### src/rtl/mem_word_ctrl_pkg.sv
// rtl/mem_word_ctrl_pkg.sv - shared state encoding and cell defaults for the word sequencer
package mem_word_ctrl_pkg;

    localparam int CELL_SIZE_DEF  = 8;
    localparam int WORD_CELLS_DEF = 4;

    typedef enum logic [1:0] {
        ST_IDLE   = 2'd0,
        ST_ACCESS = 2'd1,
        ST_RESP   = 2'd2
    } state_t;

endpackage

### src/rtl/mem_word_ctrl.sv
// rtl/mem_word_ctrl.sv - splits a 1..4 cell word request into single-cell generic_mem accesses
module mem_word_ctrl
    import mem_word_ctrl_pkg::*;
#(
    parameter int log2_number_of_cells = 8,
    parameter int addr_size            = 32,
    parameter int cell_size            = CELL_SIZE_DEF,
    parameter int word_cells           = addr_size / cell_size
) (
    input  logic                 clk,
    input  logic                 rst,
    input  logic                 req_valid,
    output logic                 req_ready,
    input  logic                 req_we,
    input  logic [1:0]           req_len,
    input  logic [addr_size-1:0] req_addr,
    input  logic [addr_size-1:0] req_wdata,
    output logic                 rsp_valid,
    input  logic                 rsp_ready,
    output logic [addr_size-1:0] rsp_rdata,
    output logic                 rsp_err,
    output logic [addr_size-1:0] mem_addr,
    output logic [cell_size-1:0] mem_wdata,
    input  logic [cell_size-1:0] mem_rdata,
    output logic                 mem_we,
    output logic                 mem_re
);

    localparam int IDX_W = $clog2(word_cells);

    state_t               state;
    logic [IDX_W-1:0]     idx;
    logic                 we_q;
    logic [1:0]           len_q;
    logic [addr_size-1:0] addr_q;
    logic [addr_size-1:0] wdata_q;
    logic [addr_size-1:0] rdata_q;

    // One extra bit so a base address near the top of the 32-bit space cannot wrap past the check.
    logic [addr_size:0] req_end;
    logic [addr_size:0] mem_limit;
    logic               range_fail;

    assign req_end    = {1'b0, req_addr} + (addr_size + 1)'(req_len);
    assign mem_limit  = (addr_size + 1)'(1) << log2_number_of_cells;
    assign range_fail = (req_end >= mem_limit);

    assign rsp_rdata = rdata_q;

    always_ff @(posedge clk) begin
        if (rst) begin
            state     <= ST_IDLE;
            idx       <= '0;
            rsp_valid <= 1'b0;
            rsp_err   <= 1'b0;
            rdata_q   <= '0;
            we_q      <= 1'b0;
            len_q     <= '0;
            addr_q    <= '0;
            wdata_q   <= '0;
        end else begin
            case (state)
                ST_IDLE: begin
                    if (req_valid) begin
                        we_q    <= req_we;
                        len_q   <= req_len;
                        addr_q  <= req_addr;
                        wdata_q <= req_wdata;
                        idx     <= '0;
                        rdata_q <= '0;
                        if (range_fail) begin
                            rsp_err   <= 1'b1;
                            rsp_valid <= 1'b1;
                            state     <= ST_RESP;
                        end else begin
                            rsp_err <= 1'b0;
                            state   <= ST_ACCESS;
                        end
                    end
                end
                ST_ACCESS: begin
                    if (!we_q) begin
                        rdata_q[idx*cell_size +: cell_size] <= mem_rdata;
                    end
                    if (idx == IDX_W'(len_q)) begin
                        rsp_valid <= 1'b1;
                        state     <= ST_RESP;
                    end else begin
                        idx <= idx + 1'b1;
                    end
                end
                ST_RESP: begin
                    if (rsp_ready) begin
                        rsp_valid <= 1'b0;
                        state     <= ST_IDLE;
                    end
                end
                default: state <= ST_IDLE;
            endcase
        end
    end

    // Strobes are gated by rst so a reset cycle can never commit a cell.
    always_comb begin
        req_ready = (state == ST_IDLE);
        mem_addr  = '0;
        mem_wdata = '0;
        mem_we    = 1'b0;
        mem_re    = 1'b0;
        if (state == ST_ACCESS) begin
            mem_addr = addr_q + addr_size'(idx);
            if (we_q) begin
                mem_we    = !rst;
                mem_wdata = wdata_q[idx*cell_size +: cell_size];
            end else begin
                mem_re = !rst;
            end
        end
    end

endmodule

### config.mk
export PLATFORM = sky130hd
export DESIGN_NAME = mem_word_ctrl
export DESIGN_NICKNAME = d
export VERILOG_FILES = /design/src/rtl/mem_word_ctrl_pkg.sv /design/src/rtl/mem_word_ctrl.sv
export SDC_FILE = /design/constraint.sdc
export NUM_CORES = 1
export LEC_CHECK = 0
export CORE_MARGIN = 4
export CORE_UTILIZATION = 48
export CTS_CLUSTER_SIZE = 40
export DETAILED_ROUTE_END_ITERATION = 6
export PLACE_DENSITY = 0.87
export SLEW_MARGIN = 5
export SYNTH_ARGS = -nofsm -noshare
export SYNTH_HDL_FRONTEND = slang
export SYNTH_SLANG_ARGS = --single-unit
### constraint.sdc
create_clock -name clk -period 3.2 [get_ports clk]
set_clock_uncertainty 0.1 [all_clocks]
set_input_delay 0.32 -clock clk [delete_from_list [all_inputs] [get_ports clk]]
set_output_delay 0.32 -clock clk [all_outputs]
set_load 0.05 [all_outputs]
==> impl_summary.log <==
INFO  metric rsz0062_at_grt = true
INFO  metric area_growth = 44.16%
INFO  metric cts_inserted_buffers = 9
INFO  metric dr_wl_met2 = 7534 um
INFO  metric detail_route.wirelength.met1 = 6986 um
INFO  metric number_of_synthesized_register_bits = 105
INFO  metric synth_area_per_cell = 7.588 um^2
INFO  metric multi_input_area = 3211 um^2
INFO  metric synth_async_sr_flop_share = 0%
INFO  metric final_nets = 948
INFO  metric synth.yosys.warnings = 0
INFO  metric cp_max_fo = 3
INFO  metric dr.first_iter.drc_count = 406
INFO  metric fin_ws = -0.01305 ns
INFO  metric number_of_antenna_repair_diodes = 0
INFO  metric die_height = 114.2 um
INFO  metric power_density = 376.1 nW/um^2
INFO  metric gr-total-overflow = 0
INFO  metric core_area = 10940 um^2
INFO  metric netlist_instances = 714
INFO  metric outcome = complete, but fails checks
INFO  metric timing.critical_path.arrival = 2.79 ns
INFO  metric maximum_number_of_pins_on_one_net_before_global_route_repair = 55
INFO  metric num_io_pins = 156
INFO  metric grt_pass1_vias = 5229
INFO  metric timing_worst_setup_path_type = flip-flop to output pin
INFO  metric number_of_enable_flip_flop_cells_after_synthesis = 0
INFO  metric most-common-layout-cells = 181 x nand2_1, 123 x clkdlybuf4s50_1, 102 x dfxtp_1, 89 x a21oi_1, 61 x nor2_1
INFO  metric slowest_stage = or4b_4
INFO  metric power.total = 2.938 mW
INFO  metric worst_r2r_startpoint = idx[0]$_SDFFE_PP0P_
INFO  metric grt_first_pass_wirelength = 25740 um
INFO  metric crit_required = 2.78 ns
INFO  metric h-tree-depth = 3
INFO  metric seq_area_frac_synth = 38.80%
INFO  metric dp_slack = 0.05730 ns
INFO  metric timing.critical_path.slowest_cell_delay = 0.58 ns
INFO  metric start_util = 49.54%
INFO  metric timing.fmax = 0.3112 GHz
INFO  metric mostFrequentLayoutCell = nand2_1
INFO  metric timing.critical_path.from_type = flip-flop
INFO  metric finalSetupTns = -0.01951 ns
INFO  metric yosysTopAreaCellShare = 38.80%
INFO  metric grt_antenna_before_repair = 0
INFO  metric wirelength = 16080 um
INFO  metric synth.largest_area_cell = dfxtp_1
INFO  metric clkSlewWorstSetupHoldPaths = 0.07 ns
INFO  metric count_of_antenna_violating_nets_left_after_detailed_routing = 0
INFO  metric placementRows = 38
INFO  metric cts_tree = yes
INFO  metric synthesis.area = 5418 um^2
INFO  metric overall_global_routing_usage = 24.24%
INFO  metric die-area = 13050 um^2
INFO  metric post_layout_nonfiller_instances = 1004
INFO  metric route.met3.wl = 1151 um
INFO  metric synth-main-ff-cell = dfxtp_1
INFO  metric layout-drive-gt1-share = 11.92%
INFO  metric numPortBuffers = 155
INFO  metric min-delay-path-class = flip-flop to flip-flop
INFO  metric critical_path.endpoint_type = output pin
INFO  metric via_per_inst = 5.641
INFO  metric cts_num_sinks = 105
INFO  metric violated_checks = negative setup slack
INFO  metric register_area = 2108 um^2
INFO  metric worst_hold_startpoint = wdata_q[31]$_SDFFE_PP0P_
INFO  metric chipWidth = 114.2 um
INFO  metric placed_cells = 982
INFO  metric headroom_to_the_max_slew_limit = 54.55%
INFO  metric timing.final.setup_violations = 2
INFO  metric period_share = 100.4%
INFO  metric netlist_top_cells_area = dfxtp_1 39%, nand2_1 13%, a21oi_1 8.4%, nor2_1 4.6%, xor2_1 3.7%
INFO  metric final_hold_viol_count = 0
INFO  metric fillers = 823
INFO  metric dr_total_vias = 5664
INFO  metric first_pass_iters = 5
INFO  metric critical_path.cell_chain = ha_4 -> fa_2 -> nand4_1 -> or4b_4 -> nor3_4 -> and4_4 -> nand3_1 -> xor2_1 -> nor2_2 -> buf_12
INFO  metric synth_cell_types = 48
INFO  metric source_of_the_critical_timing_path = addr_q[0]$_SDFFE_PP0P_
INFO  metric top_layer_used = met4
INFO  metric worst_slew_pin_slew = 0.6793 ns
INFO  metric hpwl = 11880 um
INFO  metric finalMaxSlewViolations = 0
INFO  metric finalWorstPathRequiredPeriod = 3.213 ns
INFO  metric cts_max_path_buffers = 2
INFO  metric cts_root_buf = clkbuf_16
INFO  metric clock_latency = 0.35 ns
INFO  metric final_replace_weighted_congestion = 0.9442
INFO  metric hold_buffers = 0
INFO  metric route.detailed.wl_per_inst = 16.01 um
INFO  metric route.detailed.drc = 0
INFO  metric final_core_utilization = 71.42%
INFO  metric maxCapViolations = 0
INFO  metric synth_nets = 803
INFO  metric p_leak = 2.822 nW
INFO  metric irDropWorstVdd = 0.2555 mV
[cell type report]
type | instances | area share (%)
multi-input cells | 559 | 41.11
flip-flops and latches | 105 | 26.99
repair buffers | 176 | 25.34
clock buffers | 10 | 3.060
well taps | 140 | 2.243
clock inverters | 6 | 0.8651
inverters | 8 | 0.3845
[path summary, 6_finish.rpt]
check / to / slack (ns) / depth (start not counted)
max: mem_addr[30] / -0.01 / 10
min: wdata_q[31]$_SDFFE_PP0P_ / 0.36 / 2
max reg2reg: rsp_rdata[14]$_SDFFE_PP0P_ / 0.81 / 8
min reg2reg: wdata_q[31]$_SDFFE_PP0P_ / 0.36 / 2
[metal layers]
layer  vias up  track usage, %
met4         0           8.314
li1       2742               -
met1      2668           32.03
met3        32           4.598
met5         -               0
met2       222           39.81
[stage by stage]
step	hold slack (ns)	instance area (um^2)
after CTS	0.3547	7767
after floorplan	0.3331	5425
after global routing	0.3772	7810
after detailed placement	0.3445	7380
final	0.3562	7810
after global placement	0.3401	7380
[critical path, delay by kind of cell, from the launching register on]
family,cells,cell delay [ns]
XOR/XNOR,1,0.16
AND/OR/NAND/NOR,6,1.43
flip-flops,1,0.37
buffers and inverters,1,0.15
adder cells (fa/ha/maj),2,0.34
[cell families (layout without fill, tap and decap cells)]
kind of cell | after synthesis | count (layout) | synth area share [%]
AOI/OAI and AO/OA | 140 | 140 | 14.92
xor gates and xnor gates | 39 | 39 | 6.305
adders and majority gates | 10 | 10 | 2.587
buffers and inverters | 50 | 200 | 3.487
DFF | 105 | 105 | 38.80
muxes | 11 | 11 | 3.903
and+or+nand+nor | 359 | 359 | 30.00
[state kept, by name, indices dropped and copies added, names as in the netlist]
signal,count
wdata_q,32
idx,2
state,2
rsp_rdata,32
len_q,2
addr_q,32
we_q,1
rsp_err,1
rsp_valid,1
[synthesized netlist by cell type (2+ instances only)]
cell,instances
a211oi_1,2
a21o_1,6
a21oi_1,91
a22oi_1,18
a31oi_1,3
and2_1,5
and3_1,16
and4_1,7
buf_1,8
clkbuf_1,33
dfxtp_1,105
fa_1,2
ha_1,8
inv_1,8
mux2i_1,2
mux4_2,8
nand2_1,182
nand3_1,36
nand4_1,12
nor2_1,67
nor2b_1,4
nor3_1,9
nor3b_1,2
nor4_1,2
nor4_2,2
nor4b_1,3
o2111ai_1,2
o21a_1,2
o21ai_0,8
or3_1,5
or4b_1,2
xnor2_1,16
xor2_1,23
[repair_timing]
action | in CTS | in global routing
buffers inserted | 4 | 2
pin swaps | 6 | 5
gates resized for setup | 14 | 6
setup endpoints to repair | 12 | 11
[report_power, final]
part / total, mW / switching [mW] / internal [mW]
registers: 1.42 / 0.0561 / 1.37
logic: 0.409 / 0.222 / 0.187
clock network: 1.11 / 0.533 / 0.574
Note: power is estimated with default switching activity, not from simulation.
